==> config.mk <==
export PLATFORM = sky130hd
export DESIGN_NAME = ro_puf_engine
export DESIGN_NICKNAME = d
export VERILOG_FILES = /design/src/rtl/ro_puf_engine.sv
export SDC_FILE = /design/constraint.sdc
export NUM_CORES = 1
export LEC_CHECK = 0
export CAP_MARGIN = 10
export CORE_MARGIN = 5
export CORE_UTILIZATION = 60
export CTS_CLUSTER_DIAMETER = 200
export DETAILED_ROUTE_END_ITERATION = 10
export GPL_TIMING_DRIVEN = 0
export PLACE_DENSITY = 0.89
export SYNTH_ARGS = -nofsm -noshare
export SYNTH_HDL_FRONTEND = slang
export SYNTH_SLANG_ARGS = --single-unit
==> constraint.sdc <==
create_clock -name clk -period 9.3 [get_ports clk]
set_clock_uncertainty 0.2 [all_clocks]
set_input_delay 2.79 -clock clk [delete_from_list [all_inputs] [get_ports clk]]
set_output_delay 2.79 -clock clk [all_outputs]
set_load 0.01 [all_outputs]
==> src/rtl/ro_puf_engine.sv <==
`default_nettype none
// ----------------------------------------------------------------------------
// ro_puf_engine : ring-oscillator PUF engine, one response bit per RO pair
// Revision 1.0
// ----------------------------------------------------------------------------
module ro_puf_engine #(
  parameter int NUM_RO    = 16,
  parameter int SEL_W     = $clog2(NUM_RO),
  parameter int RESP_BITS = 8,
  parameter int CNT_W     = 16,
  parameter int WIN_W     = 16
) (
  input  logic                 clk,
  input  logic                 rst_n,
  input  logic                 start,
  input  logic [2*SEL_W-1:0]   challenge,
  input  logic [WIN_W-1:0]     win_len,
  input  logic [NUM_RO-1:0]    ro_in,
  output logic                 ro_en,
  output logic                 busy,
  output logic                 resp_valid,
  output logic [RESP_BITS-1:0] response,
  output logic [RESP_BITS-1:0] tie_mask,
  output logic                 sat
);

  localparam int K_W = (RESP_BITS > 1) ? $clog2(RESP_BITS) : 1;
  localparam logic [K_W-1:0] LAST_K = K_W'(RESP_BITS - 1);

  typedef enum logic [2:0] {
    S_IDLE    = 3'd0,
    S_CLEAR   = 3'd1,
    S_MEASURE = 3'd2,
    S_COMPARE = 3'd3,
    S_DONE    = 3'd4
  } state_t;

  state_t                 state_q, state_d;
  logic [NUM_RO-1:0]      sync1_q, sync2_q, prev_q;
  logic [NUM_RO-1:0]      rise;
  logic [SEL_W-1:0]       base_a_q, base_a_d, base_b_q, base_b_d;
  logic [SEL_W-1:0]       sel_a, sel_b_raw, sel_b;
  logic [WIN_W-1:0]       win_q, win_d, win_cnt_q, win_cnt_d;
  logic [K_W-1:0]         k_q, k_d;
  logic [CNT_W-1:0]       cnt_a_q, cnt_a_d, cnt_b_q, cnt_b_d;
  logic [RESP_BITS-1:0]   resp_q, resp_d, tie_q, tie_d;
  logic                   sat_q, sat_d;
  logic                   ro_en_q, ro_en_d;

  // Oscillator inputs are asynchronous to clk; two flops plus an edge register.
  always_ff @(posedge clk or negedge rst_n) begin
    if (!rst_n) begin
      sync1_q <= '0;
      sync2_q <= '0;
      prev_q  <= '0;
    end else begin
      sync1_q <= ro_in;
      sync2_q <= sync1_q;
      prev_q  <= sync2_q;
    end
  end

  assign rise = sync2_q & ~prev_q;

  // Pair for bit k walks both bases together; a colliding B slides to A+1.
  assign sel_a     = base_a_q + SEL_W'(k_q);
  assign sel_b_raw = base_b_q + SEL_W'(k_q);
  assign sel_b     = (sel_b_raw == sel_a) ? sel_a + SEL_W'(1) : sel_b_raw;

  always_comb begin
    state_d   = state_q;
    base_a_d  = base_a_q;
    base_b_d  = base_b_q;
    win_d     = win_q;
    win_cnt_d = win_cnt_q;
    k_d       = k_q;
    cnt_a_d   = cnt_a_q;
    cnt_b_d   = cnt_b_q;
    resp_d    = resp_q;
    tie_d     = tie_q;
    sat_d     = sat_q;

    case (state_q)
      S_IDLE, S_DONE: begin
        if (start) begin
          state_d  = S_CLEAR;
          base_a_d = challenge[SEL_W-1:0];
          base_b_d = challenge[2*SEL_W-1:SEL_W];
          win_d    = (win_len == '0) ? WIN_W'(1) : win_len;
          k_d      = '0;
          sat_d    = 1'b0;
          resp_d   = '0;
          tie_d    = '0;
        end
      end
      S_CLEAR: begin
        cnt_a_d   = '0;
        cnt_b_d   = '0;
        win_cnt_d = win_q;
        state_d   = S_MEASURE;
      end
      S_MEASURE: begin
        if (rise[sel_a]) begin
          if (&cnt_a_q) sat_d = 1'b1;
          else          cnt_a_d = cnt_a_q + 1'b1;
        end
        if (rise[sel_b]) begin
          if (&cnt_b_q) sat_d = 1'b1;
          else          cnt_b_d = cnt_b_q + 1'b1;
        end
        if (win_cnt_q == WIN_W'(1)) state_d = S_COMPARE;
        else                        win_cnt_d = win_cnt_q - 1'b1;
      end
      S_COMPARE: begin
        resp_d[k_q] = (cnt_a_q > cnt_b_q);
        tie_d[k_q]  = (cnt_a_q == cnt_b_q);
        if (k_q == LAST_K) begin
          state_d = S_DONE;
        end else begin
          k_d     = k_q + 1'b1;
          state_d = S_CLEAR;
        end
      end
      default: state_d = S_IDLE;
    endcase

    ro_en_d = (state_d == S_CLEAR) || (state_d == S_MEASURE) || (state_d == S_COMPARE);
  end

  always_ff @(posedge clk or negedge rst_n) begin
    if (!rst_n) begin
      state_q   <= S_IDLE;
      base_a_q  <= '0;
      base_b_q  <= '0;
      win_q     <= '0;
      win_cnt_q <= '0;
      k_q       <= '0;
      cnt_a_q   <= '0;
      cnt_b_q   <= '0;
      resp_q    <= '0;
      tie_q     <= '0;
      sat_q     <= 1'b0;
      ro_en_q   <= 1'b0;
    end else begin
      state_q   <= state_d;
      base_a_q  <= base_a_d;
      base_b_q  <= base_b_d;
      win_q     <= win_d;
      win_cnt_q <= win_cnt_d;
      k_q       <= k_d;
      cnt_a_q   <= cnt_a_d;
      cnt_b_q   <= cnt_b_d;
      resp_q    <= resp_d;
      tie_q     <= tie_d;
      sat_q     <= sat_d;
      ro_en_q   <= ro_en_d;
    end
  end

  assign busy       = (state_q == S_CLEAR) || (state_q == S_MEASURE) || (state_q == S_COMPARE);
  assign resp_valid = (state_q == S_DONE);
  assign ro_en      = ro_en_q;
  assign response   = resp_q;
  assign tie_mask   = tie_q;
  assign sat        = sat_q;

endmodule
`default_nettype wire

Word-level counts from Yosys, hierarchy flattened
Index checks and enable logic that the tools add are counted.
- bits of input ports: 43
- ROM bits: 0
- latch bits: 0
- memories kept: 0
- register bits: 144
- RAM bits: 0
- word-level logic and storage cells: 101
- $mul: 0
- divide/modulo/power cells: 0
- bitwise gates (word level): 2
- reductions and logical operators: 20
- add/sub/neg operators: 7
- equality and inequality tests: 18
- order comparisons: 5
- shift-type cells: 0
- multiplexer cells: 34
- operator list (cell ; number):
    $mux 16 ; 6
    $pmux 16 s2 ; 3
    $add 16x1->16 const B ; 2
    $pmux 8 s2 ; 2
    $reduce_and 16->1 ; 2
    $and 16x16->16 ; 1
    $bwmux 8 ; 2
    $eq 16x1->1 const B ; 1
    $eq 16x16->1 ; 1
    $gt 16x16->1 ; 1
    $logic_not 16->1 ; 1
    $not 16->16 ; 1
    $sub 16x1->16 const B ; 1
    $mux 3 ; 5
    $ne 2x2->1 const B ; 7
    $eq 3x2->1 const B ; 4
    $pmux 3 s4 ; 1
    $lt 4x5->1 const B ; 2
    $reduce_and 3->1 ; 3
    $add 4x3->4 ; 2
    $bmux 1 s4 ; 2
    $mux 1 ; 8
    $mux 8 ; 1
    $reduce_and 2->1 ; 4
    16 further kinds ; 23

Logic depth before layout (Yosys ltp)
- depth after elaboration: 8
- mapped depth: 14
- mapped depth without buffers: 12

Least setup slack after synthesis
No wires, ideal clock.
- path kind: in2reg
- start: input port start
- end: register win_q[10]
- path buffers: 1
- stages on the path: 3
- required time: 8975 ps
- arrival time: 3680 ps
- setup slack: 5296 ps
- cell sequence: nand2_1 -> clkbuf_1 -> mux2_2
- word-level cells in the longest chain between the ends: 1
- ends and longest elaborated chain (element ; line ; text):
    start: declaration ; 15 ; input logic start,
    $reduce_and 2->1 (no source line) ; n/a ;
    end signal: assignment ; 148 ; win_q <= win_d;
    end: declaration ; 43 ; logic [WIN_W-1:0] win_q, win_d, win_cnt_q, win_cnt_d;
Every way passes these cells.
A chain may end at the register's enable or synchronous reset.

Worst setup path in the final report
- start: register state_q[0]
- end: output port resp_valid
- word-level cells in the longest chain between the ends: 1
- ends and longest elaborated chain (element ; line ; text):
    start: declaration ; 38 ; state_t state_q, state_d;
    start signal: assignment ; 145 ; state_q <= state_d;
    $eq 3x3->1 ; 161 ; assign resp_valid = (state_q == S_DONE);
    end: declaration ; 21 ; output logic resp_valid,
Every way passes these cells.

==> results by group <==
Status
  – Status: finished, final reports clean

Routing
  – DRT iter0 DRCs: 551
  – Vias: 5542
  – Pre-antenna DRT Iters: 6
  – ANT nets after route: 0
  – Number of remaining DRC errors: 0
  – Post-Route WL: 16.73 mm
  – Vias per std cell: 6.171
  – Wire per inst: roughly 19 µm

Die
  – Die Ht: 117.4 µm
  – Core area: 11370 µm²
  – Num rows: 39
  – I/O pin total: 63
  – Starting density of the core: 60.91%
  – Die W: 117.4 µm
  – Die ar.: 13790 µm²

Logic synthesis
  – Synth Register Bits: 144
  – Cells after synthesis: 660
  – Primary FF master, synth: dfrtp_1
  – Avg Cell Area, Syn: 10.49 µm²
  – Ys async rst share: 100.0%
  – Number of synthesized flops with an enable pin: 0
  – Synth Warn #: 0
  – Unique masters post-synth: 59
  – Post-Synthesis Cell Area: 6925 µm²
  – Sequential area share after synthesis: ~52%
  – Syn_nets: approximately 730

Clock network
  – Max Root-Sink Buffers: 2
  – TritonCTS clock tree: done
  – Postcts setup bufs: 0
  – CTS sink cnt: 144
  – H-tree depth: 4
  – Reg clk slew, reported paths: roughly 70 ps
  – Num CTS Buffers: 17
  – Hold-fix buffers at CTS: 0
  – Clock Latency Late Sink: 440 ps
  – Root Driver: clkbuf_16
  – CTS-repair resized insts: 0

Flow run
  – Max-Cap Viols: 0

Placement
  – Cells after DPL: 866
  – Placement Cell Area: 7754 µm²
  – Buffers added on ports: 62
  – DPL Wire Length: 11.37 mm
  – RePlAce Congestion: 0.8924
  – Setup WS pre-CTS: 4371 ps

Hold path
  – Hold depth: 0
  – Worst Hold Class: flip-flop to flip-flop

GRT
  – Largest net degree at the start of global routing: between 80 and 90
  – Initial antenna violation count: 0
  – First-pass GRT wire length: about 28 mm
  – GR Overflow Total: 0
  – GRT Total Usage: 24.86%
  – Vias in the first global route: 5797

Finish
  – Layout fillers: ~780
  – Commonest non-fill, non-tap cell in the layout: dfrtp_1
  – # nets final: 816
  – Commonest non-fill, non-tap cells in the layout: 144 x dfrtp_1, 61 x clkdlybuf4s50_1, 60 x nand2_1
  – Diode count: 0
  – Area growth syn-to-layout: 20.79%
  – Final Non-Filler Cells: 898
  – Post-route cell area: 8366 µm²
  – Layout cells sized above 1: 10.07%

STA
  – Setup violators final: 0
  – Fmax: between 200 and 250 MHz
  – Post-layout min period: 4914 ps
  – RSZ-0062 raised after global routing: no
  – Slew headroom: between 20% and 30%
  – Measured slew at the worst slew-check pin: roughly 1200 ps
  – Pins Over Slew Limit: 0
  – Fin crit share: 52.84%
  – Fin. Hold Viols: 0
  – Setup ws final: 4386 ps

Worst setup path
  – WP data required: about 6300 ps
  – Max incr delay on CP: roughly 550 ps
  – Critical Path Source Type: flip-flop
  – Critical Path AT: between 1500 and 2000 ps
  – Slowest cell on crit path: clkdlybuf4s50_1
  – Critical-path maximum fanout: 6
  – CP Cell Sequence: nor2_1, nand2_1, inv_1, clkdlybuf4s50_1
  – WS Path Type: flip-flop to output pin
  – CP endpoint kind: output pin
  – Reg2Reg Depth: 13

Power
  – VDD IR-drop max: 0.0002775 V
  – PwrDens: roughly 340 nW/µm²
  – Leakage: 3.636 nW
==> metrics by stage <==
step | setup TNS, ps | utilization, % | hold WS (ps) | power, mW
after floorplan | 0 | - | 131.2 | 1.726
after CTS | 0 | 73.58 | 149.6 | 2.805
after detailed placement | 0 | 68.20 | 134.7 | 2.071
final | 0 | 73.58 | 144.6 | 2.826
after global routing | 0 | 73.58 | 156.4 | 2.988
after global placement | -6260 | 67.94 | 132.5 | 2.004
==> cell families (layout without fill, tap and decap cells) <==
logic type / Yosys count / after routing / synth area share [%]
AO/OA/AOI/OAI: 141 / 141 / 12.47
XOR/XNOR: 18 / 18 / 2.385
adder cells (fa/ha/maj): 31 / 31 / 5.818
buffers and inverters: 43 / 138 / 2.367
flip-flops: 144 / 144 / 52.03
multiplexers: 48 / 48 / 8.112
AND/OR/NAND/NOR: 235 / 235 / 16.82
==> flip-flops by register name, indices dropped and copies added (netlist names), 4 cells and up <==
signal and cells:
base_a_q 4, base_b_q 4, cnt_a_q 16, cnt_b_q 16
prev_q 16, response 8, sync1_q 16, sync2_q 16
tie_mask 8, win_cnt_q 16, win_q 16
==> metal layers <==
metal	wire (µm)	vias to the layer above	part of all wire [%]	global-route usage [%]
li1	-	2534	-	-
met1	6709	2709	40	30.93
met2	8484	251	51	40.74
met3	1059	48	6.3	6.112
met4	476	0	2.8	11.89
met5	0	-	0	0
==> cell type report <==
type | instances | area (µm²) | share of cell area (%)
Clock buffer | 17 | 425.4 | 5.085
Inverter | 26 | 97.59 | 1.167
Multi-Input combinational cell | 473 | 3158 | 37.75
Sequential cell | 144 | 3603 | 43.08
Buffer | 17 | 66.31 | 0.7927
Clock inverter | 15 | 186.4 | 2.229
Tap cell | 143 | 178.9 | 2.139
Timing Repair Buffer | 63 | 649.4 | 7.762
==> synth_stat cells (all sizes together) (3+ instances only) <==
library cell	number	area (µm²)
dfrtp	144	3603
nand2	60	225.2
o21ai	58	294.0
nor2	48	180.2
nand3	42	210.2
a21oi	32	160.2
ha	29	362.9
inv	25	93.84
mux2	25	281.5
nor2b	22	137.6
mux2i	19	190.2
clkbuf	14	52.55
xor2	14	122.6
nor3	12	60.06
nand4	8	50.05
o21a	8	61.31
or3	8	55.05
and3	7	43.79
nor4	6	37.54
a211oi	5	42.54
a21o	5	37.54
a211o	4	35.03
a31oi	4	25.02
and2	4	25.02
mux4	4	90.09
nand2b	4	25.02
o211ai	4	30.03
xnor2	4	42.55
a31o	3	26.28
buf	3	13.76
nor3b	3	27.52
o221ai	3	26.28
o22ai	3	18.77
or4	3	22.52
==> path summary, 6_finish.rpt <==
kind / from / to / slack (ps)
max: state_q[0] / resp_valid / 4390
min: sync1_q[8] / sync2_q[8] / 140
max reg2reg: k_q[0] / cnt_b_q[1] / 4970
min reg2reg: sync1_q[8] / sync2_q[8] / 140
max in group asynchronous: rst_n / k_q[2] / 5980
min in group asynchronous: rst_n / base_b_q[1] / 2110
==> worst max-delay path: cells and delay by family, from the launching register on <==
kind / cells / cell delay, ps
buffers and inverters: 2 / 640
and+or+nand+nor: 2 / 410
DFF: 1 / 450
==> where the power goes <==
group	switching, mW	internal (mW)	leakage, nW
sequential	0.122	0.761	1.80
clock	0.299	0.408	0.300
combinational	0.737	0.498	1.54
Note: power is estimated with default switching activity, not from simulation.
